$ cat src/rtl/gf251_acc_32.sv
// Lane-wise GF(251) accumulator: sums a framed vector of packed 4x8-bit products per lane mod 251.
// Optional horizontal lane sum (o_hsum, extra HSUM state) when GF251_ACC_HSUM_EN is defined.
module gf251_acc_32 #(
    parameter int CNT_W = 16,
    parameter int LANES = 4
) (
    input  logic                 i_clk,
    input  logic                 i_rst_n,
    input  logic                 i_start,
    input  logic                 i_valid,
    input  logic [8*LANES-1:0]   i_data,
    input  logic                 i_last,
    output logic [8*LANES-1:0]   o_acc,
    output logic                 o_done,
    output logic                 o_busy,
    output logic [CNT_W-1:0]     o_count,
    output logic                 o_err
`ifdef GF251_ACC_HSUM_EN
    ,
    output logic [7:0]           o_hsum
`endif
);

    typedef enum logic [1:0] {
        S_IDLE = 2'd0,
        S_ACC  = 2'd1,
        S_DONE = 2'd2
`ifdef GF251_ACC_HSUM_EN
        ,
        S_HSUM = 2'd3
`endif
    } state_t;

`ifdef GF251_ACC_HSUM_EN
    localparam state_t S_FINISH = S_HSUM;
`else
    localparam state_t S_FINISH = S_DONE;
`endif

    state_t               state_q, state_d;
    logic [8*LANES-1:0]   acc_q, acc_d;
    logic [CNT_W-1:0]     count_q, count_d;
    logic                 err_q, err_d;
    logic [8*LANES-1:0]   acc_sum;
    logic                 noncanon;

    function automatic logic [7:0] canon(input logic [7:0] b);
        return (b >= 8'd251) ? b - 8'd251 : b;
    endfunction

    function automatic logic [7:0] add_mod(input logic [7:0] a, input logic [7:0] b);
        logic [8:0] s;
        s = {1'b0, a} + {1'b0, b};
        return (s >= 9'd251) ? 8'(s - 9'd251) : s[7:0];
    endfunction

    // The first element of a vector (i_start together with i_valid) adds onto zero, not onto acc_q.
    always_comb begin
        // NOTE: every combinational output gets a default first, so no path can infer a latch.
        acc_sum  = '0;
        noncanon = 1'b0;
        for (int k = 0; k < LANES; k++) begin
            acc_sum[8*k +: 8] = add_mod(i_start ? 8'd0 : acc_q[8*k +: 8], canon(i_data[8*k +: 8]));
            noncanon          = noncanon | (i_data[8*k +: 8] >= 8'd251);
        end
    end

`ifdef GF251_ACC_HSUM_EN
    logic [7:0] hsum_q, hsum_d;

    // Four canonical lanes sum to at most 1000, so at most three subtractions of 251 are needed.
    function automatic logic [7:0] hsum_mod(input logic [8*LANES-1:0] a);
        logic [9:0] s;
        s = '0;
        for (int k = 0; k < LANES; k++) s = s + {2'b00, a[8*k +: 8]};
        if (s >= 10'd753)      return 8'(s - 10'd753);
        else if (s >= 10'd502) return 8'(s - 10'd502);
        else if (s >= 10'd251) return 8'(s - 10'd251);
        else                   return s[7:0];
    endfunction
`endif

    always_comb begin
        state_d = state_q;
        acc_d   = acc_q;
        count_d = count_q;
        err_d   = err_q;
`ifdef GF251_ACC_HSUM_EN
        hsum_d  = hsum_q;
`endif
        if (i_start) begin
            acc_d   = i_valid ? acc_sum : '0;
            count_d = i_valid ? CNT_W'(1) : '0;
            err_d   = i_valid & noncanon;
            state_d = (i_valid && i_last) ? S_FINISH : S_ACC;
`ifdef GF251_ACC_HSUM_EN
            hsum_d  = '0;
`endif
        end else begin
            case (state_q)
                S_ACC: begin
                    if (i_valid) begin
                        acc_d   = acc_sum;
                        count_d = (count_q == '1) ? count_q : count_q + CNT_W'(1);
                        err_d   = err_q | noncanon;
                        if (i_last) state_d = S_FINISH;
                    end
                end
`ifdef GF251_ACC_HSUM_EN
                S_HSUM: begin
                    hsum_d  = hsum_mod(acc_q);
                    state_d = S_DONE;
                end
`endif
                S_DONE:  state_d = S_IDLE;
                default: state_d = state_q;
            endcase
        end
    end

    always_ff @(posedge i_clk or negedge i_rst_n) begin
        if (!i_rst_n) begin
            state_q <= S_IDLE;
            acc_q   <= '0;
            count_q <= '0;
            err_q   <= 1'b0;
`ifdef GF251_ACC_HSUM_EN
            hsum_q  <= '0;
`endif
        end else begin
            // NOTE: non-blocking assignments keep every register sampling pre-edge values.
            state_q <= state_d;
            acc_q   <= acc_d;
            count_q <= count_d;
            err_q   <= err_d;
`ifdef GF251_ACC_HSUM_EN
            hsum_q  <= hsum_d;
`endif
        end
    end

    assign o_acc   = acc_q;
    assign o_count = count_q;
    assign o_err   = err_q;
    assign o_done  = (state_q == S_DONE);
`ifdef GF251_ACC_HSUM_EN
    assign o_busy  = (state_q == S_ACC) || (state_q == S_HSUM);
    assign o_hsum  = hsum_q;
`else
    assign o_busy  = (state_q == S_ACC);
`endif

endmodule
$ cat config.mk
export PLATFORM = sky130hd
export DESIGN_NAME = gf251_acc_32
export DESIGN_NICKNAME = d
export VERILOG_FILES = /design/src/rtl/gf251_acc_32.sv
export SDC_FILE = /design/constraint.sdc
export NUM_CORES = 1
export LEC_CHECK = 0
export CORE_MARGIN = 2
export CORE_UTILIZATION = 33
export DETAILED_ROUTE_END_ITERATION = 16
export GPL_ROUTABILITY_DRIVEN = 0
export PLACE_DENSITY = 0.64
export RECOVER_POWER = 25
export SLEW_MARGIN = 40
export SYNTH_ARGS = -nofsm -noshare
export SYNTH_HDL_FRONTEND = slang
export SYNTH_SLANG_ARGS = --single-unit
export TNS_END_PERCENT = 5
$ cat constraint.sdc
create_clock -name i_clk -period 5.9 [get_ports i_clk]
set_clock_uncertainty 0.05 [all_clocks]
set_input_delay 1.18 -clock i_clk [delete_from_list [all_inputs] [get_ports i_clk]]
set_output_delay 1.18 -clock i_clk [all_outputs]
set_load 0.02 [all_outputs]
== After elaboration in Yosys (flattened, before gate mapping) ==
Cells that the tools add are included.

* Reduce and logical (&&, ||, !) cells: 7
* Bitwise operators: 5
* $add $sub $neg: 13
* Magnitude comparators: 8
* Eq/ne operators: 6
* Multiplexer cells: 29

{| class="wikitable"
|+ Operator list
! kind !! number
|-
| $mux W32 || 4
|-
| $mux W8 || 12
|-
| $mux W16 || 4
|-
| $sub A8 B8 Y8 const B || 8
|-
| $add A8 B8 Y9 || 4
|-
| $ge A9 B8 Y1 const B || 4
|-
| $ge A8 B8 Y1 const B || 4
|-
| $add A16 B1 Y16 const B || 1
|-
| $eq A16 B16 Y1 const B || 1
|-
| $mux W2 || 4
|-
| $ne A3 B3 Y1 const B || 2
|-
| $reduce_and A3 Y1 || 2
|-
| $mux W1 || 4
|-
| $or A1 B1 Y1 || 4
|-
| $pmux W2 S2 || 1
|-
| $reduce_bool A2 Y1 || 2
|-
| $reduce_bool A3 Y1 || 1
|-
| $eq A2 B1 Y1 const B || 1
|-
| $eq A2 B2 Y1 const B || 1
|-
| $ne A2 B2 Y1 const B || 1
|-
| $reduce_and A2 Y1 || 1
|-
| $and A1 B1 Y1 || 1
|-
| $logic_and A1 B1 Y1 || 1
|}

* Register bits after elaboration: 51
* Word-level logic and storage cells: 72

== Logic depth before layout (Yosys ltp) ==
* Depth in word-level cells: 8
* Depth in mapped cells: 14
* Depth with buffers taken out: 14

== Worst setup path before layout ==
Ideal clock, no wire load.

* Kind: input-to-reg
* Start point: in i_data[4]
* End point: reg acc_q[5] (netlist: o_acc[5])
* Stages on the path: 14
* Data required time: 5.724 ns
* Buffers on the path: 0
* Path slack: 1.588 ns
* Data arrival time: 4.136 ns
* Cells stage by stage: and3_1 -> nand3_1 -> nor2_1 -> xor2_1 -> ha_1 -> inv_1 -> fa_1 -> nand2b_1 -> a21oi_1 -> xor2_1 -> nand2_1 -> a2111oi_4 -> a21oi_1 -> a221o_1

* Cells in the longest elaborated chain, start to end: 8
* Elaborated cells on any way between the ends: 11

{| class="wikitable"
|+ Ends and longest elaborated chain
! item !! line !! RTL
|-
| from (decl) || 11 || <nowiki>input logic [8*LANES-1:0] i_data,</nowiki>
|-
| $sub A8 B8 Y8 / $ge A8 B8 Y1 (equally long branches) || 48 || <nowiki>return (b >= 8'd251) ? b - 8'd251 : b;</nowiki>
|-
| $mux W8 (*) || 48 ||
|-
| $add A8 B8 Y9 (*) || 53 || <nowiki>s = {1'b0, a} + {1'b0, b};</nowiki>
|-
| $sub A8 B8 Y8 / $ge A9 B8 Y1 (equally long branches) || 54 || <nowiki>return (s >= 9'd251) ? 8'(s - 9'd251) : s[7:0];</nowiki>
|-
| $mux W8 (*) || 54 ||
|-
| $mux W32 || 102 || <nowiki>if (i_valid) begin</nowiki>
|-
| $mux W32 || 100 || <nowiki>case (state_q)</nowiki>
|-
| $mux W32 (*) || 91 || <nowiki>if (i_start) begin</nowiki>
|-
| to (signal assigned) || 124 || <nowiki>acc_q <= '0;</nowiki>
|-
| to (signal assigned) || 133 || <nowiki>acc_q <= acc_d;</nowiki>
|-
| to (decl) || 41 || <nowiki>logic [8*LANES-1:0] acc_q, acc_d;</nowiki>
|}

Mark *: on every way between the ends. The rest lies on a longest branch, timed or not. The select of a mux whose other input is x is not followed.
A chain may end at the register's enable or synchronous reset.

== Worst setup path after layout ==
* Start point: in i_data[0]
* End point: reg acc_q[5] (netlist: o_acc[5])

The elaborated chain is that of the path after synthesis.

==> summary.md <==
| Metric | Value |
|---|---|
| CTS root buffer | clkbuf_16 |
| Max-slew headroom | -91.74% |
| Top Ports | 88 |
| DRC | 0 |
| Synthesized area per cell | 8.196 um^2 |
| Post-DP HPWL | 10.04 mm |
| Period utilization | 85.64% |
| Largest family of logic cells by synthesized area | simple AND/OR/NAND/NOR gates |
| Num CTS Buffers | 5 |
| Mux share of post-synthesis cell area | 3.188% |
| HP Class | flip-flop to flip-flop |
| Compound-Gate Fraction of Synth Area | 21.45% |
| RSZ-0062 raised after global routing | false |
| Layout cells sized above 1 | 5.556% |
| Slew Limit Fails | 52 |
| Synth Area in Simple Gates | 28.14% |
| Cell Area, Synth | 5180 um^2 |
| Minimum clock period | 5.053 ns |
| TNS Setup | 0 ns |
| Status | finished, violations left |
| Length of the first detailed-routing pass in iterations | 4 |
| Core area | 15260 um^2 |
| Final setup margin | 0.8471 ns |
| First-pass GRT wire length | 22.36 mm |
| Largest net degree at the start of global routing | 52 |
| Buffers & Inverters on Critical Path | 2 |
| WP data arrival | 5.17 ns |
| Worst stage delay on the critical path | 0.52 ns |
| Final Hold Violating Endpoints | 0 |
| GRT Util Overall | 16.12% |
| Final net count | 805 |
| Gate power share | 63.0% |
| Hold_buf cts | 0 |
| Mapped Cells | 632 |
| Number of enable flip-flop cells after synthesis | 0 |
| WL/cell | 14.26 um |
| Vias in the first global route | 4622 |
| Site Rows | 45 |
| Yosys warning total | 0 |
| Switch Pwr | 1.009 mW |
| IO buf count | 87 |
| Clk sinks | 51 |
| Worst-path fanout max | 7 |
| Via-to-Cell Ratio | 5.247 |
| Sequential share of power | 24.2% |
| Post-DRT Antenna Nets | 0 |
| Vert. Die Dim | 129.3 um |
| Full die area | 16710 um^2 |
| Crit path max-delay family | compound AO/OA/AOI/OAI gates |
| Routed via count | 4885 |
| Failing checks | max-capacitance violations, max-slew violations |
| Max cap viols | 1 |
| Clk pwr share | 12.8% |
| Synth Area in XOR/XNOR | 6.763% |
| Syn_nets | 718 |
| Critical path's slowest cell | clkdlybuf4s50_1 |
| Ys async rst share | 100.0% |
| Final WL | 13.27 mm |
| Pre-CTS setup slack | 0.5695 ns |
| Clk_lat worst skew | 0.29 ns |
| Sw frac | 45.22% |
| Final setup viols | 0 |
| Pint | 1.223 mW |
| CP Capture Type | flip-flop |
| Critical path type | input port to flip-flop |
| Sequential share of the synthesized area | 24.64% |
| Top FF cell, synth | dfrtp_1 |
| Initial Util | 33.95% |
| PD cells | 345.0 nW/um^2 |
| CTS max path bufs | 2 |
| Syn-to-layout area delta | 24.90% |
| Leak pwr | 2.722 nW |
| TritonCTS clock tree | done |
| Post-CTS Resized | 0 |
| FF+latch count, synth | 51 |
| Critical-path cell list | clkdlybuf4s50_1, ha_1, nor2_1, nor2_1, xor2_1, ha_1, inv_1, fa_1, nand2b_1, a21oi_1, xor2_1, nand2_1, a2111oi_4, a21oi_1, a221o_1 |
| Slew of the pin with the lowest slew margin | 2.876 ns |
| Antenna Cells | 0 |
| Initial antenna violation count | 0 |
| Crit start category | input port |
| Fill cell count | 1549 |
| Clock transition at path regs | 0.07 ns |
| Required @ worst endpoint | 6.02 ns |
| Peak VDD IR | 0.1263 mV |
| Yosys cell types | 65 |
| H-Tree Depth | 2 |
| Adder-Cell Fraction of Synth Area | 12.42% |
| FMAX | 197.9 MHz |
| Postcts setup bufs | 0 |
| Initial DRC count | 204 |
| Util after Layout | 42.40% |
| Total congestion overflow | 0 |
| Die W | 129.3 um |
==> power by group through the flow <==
stage / sequential [mW] / combinational [mW] / clock [mW]
6_report: 0.541 / 1.41 / 0.286
5_1_grt: 0.556 / 1.56 / 0.311
4_1_cts: 0.543 / 1.41 / 0.296
3_5_place_dp: 0.546 / 1.40 / 0
3_3_place_gp: 0.545 / 1.40 / 0
2_1_floorplan: 0.633 / 0.855 / 0
==> routing by layer <==
| layer | share of wire [%] | up-vias | global-route usage [%] | wire length (um) |
|---|---|---|---|---|
| li1 | - | 2480 | - | - |
| met2 | 44 | 110 | 25.73 | 5879 |
| met5 | 0 | - | 0 | 0 |
| met4 | 0.55 | 0 | 1.982 | 73 |
| met3 | 4.9 | 8 | 2.106 | 656 |
| met1 | 50 | 2287 | 23.91 | 6663 |
==> logic make-up after synthesis <==
family	Yosys count
compound gates	155
xor+xnor	40
fa+ha+maj	49
buf+inv	47
flops	51
mux	16
simple gates	274
==> final timing paths <==
check                      startpoint           to  slack (ns)  cells after the start
min reg2reg                 o_acc[31]    o_acc[31]        0.47                      2
max reg2reg                  o_acc[0]     o_acc[5]        2.55                     11
max in group asynchronous     i_rst_n     o_acc[9]        2.31                      2
min                         o_acc[31]    o_acc[31]        0.47                      2
min in group asynchronous     i_rst_n  o_count[13]        1.86                      2
max                         i_data[0]     o_acc[5]        0.85                     15
==> area by class of cell <==
type	instances	area [um^2]	area share, %
clock buffer	6	128.9	1.992
clock inverter	2	12.51	0.1934
inverter	30	112.6	1.740
multi-input combinational	534	3744	57.86
sequential	51	1276	19.73
tap	211	264.0	4.080
timing repair buffer	97	932.1	14.41
==> layout by cell type (no fill, tap or decap), types with 6 or more instances in the layout <==
cell,instances
clkdlybuf4s50_1,85
nor2_1,57
nor2b_1,56
dfrtp_1,51
nand2_1,47
ha_1,45
nand3_1,33
o21ai_0,32
inv_1,30
a21oi_1,28
xor2_1,20
xnor2_1,20
nand2b_1,14
a31oi_1,12
mux2i_1,12
and3_1,10
nor3_1,10
buf_4,9
o21a_1,8
a21o_1,8
o211ai_1,8
a221o_1,7
nor4_1,6
nand4_1,6
==> metrics by stage <==
step | instances | power [mW] | hold slack, ns | area, um^2
after global placement | 923 | 1.941 | 0.4467 | 6324
after global routing | 931 | 2.432 | 0.5104 | 6470
after CTS | 931 | 2.246 | 0.4735 | 6474
final | 931 | 2.232 | 0.4668 | 6470
after detailed placement | 923 | 1.946 | 0.4568 | 6332
after floorplan | 632 | 1.488 | 0.4649 | 5180
==> Yosys cell counts (3+ instances only) <==
| library cell | n | area share [%] |
|---|---|---|
| nor2b_1 | 56 | 6.8 |
| a22o_1 | 4 | 0.68 |
| o2111ai_1 | 3 | 0.51 |
| nor2_1 | 57 | 4.1 |
| xor2_1 | 20 | 3.4 |
| a21o_1 | 8 | 1.2 |
| nor3b_1 | 5 | 0.72 |
| nand3_1 | 33 | 3.2 |
| o31ai_1 | 5 | 0.72 |
| o21ai_0 | 32 | 3.1 |
| nand2b_1 | 14 | 1.7 |
| mux2_2 | 4 | 0.87 |
| o211ai_1 | 8 | 1.2 |
| o21bai_1 | 3 | 0.43 |
| or2_2 | 4 | 0.48 |
| nor3_1 | 10 | 0.97 |
| a211o_1 | 3 | 0.51 |
| a221o_1 | 7 | 1.4 |
| fa_1 | 4 | 1.5 |
| and3_1 | 10 | 1.2 |
| inv_1 | 30 | 2.2 |
| and2_1 | 4 | 0.48 |
| a211oi_1 | 4 | 0.58 |
| o21a_1 | 9 | 1.3 |
| dfrtp_1 | 51 | 25 |
| a32oi_1 | 4 | 0.68 |
| nor4_1 | 6 | 0.72 |
| or3_1 | 5 | 0.60 |
| a31oi_1 | 12 | 1.4 |
| nand2_1 | 47 | 3.4 |
| nor4b_1 | 4 | 0.68 |
| nand4_1 | 6 | 0.72 |
| clkbuf_1 | 16 | 1.2 |
| mux2i_1 | 12 | 2.3 |
| ha_1 | 45 | 11 |
| a21oi_1 | 29 | 2.8 |
| xnor2_1 | 20 | 3.4 |
==> sequential cells by signal, summed over array words and instances (netlist names) <==
register,count
o_acc,32
o_count,16
state_q,2
o_err,1
==> worst register-to-register path: cells and delay by family, from the launching register on <==
kind                       cells  cell delay, ns
DFF                            1            0.39
buffers and inverters          1            0.05
xor gates and xnor gates       1            0.37
AOI/OAI and AO/OA              4            1.31
adders and majority gates      2            0.57
and+or+nand+nor                3            0.49
Power figures use the tool's default switching activity.
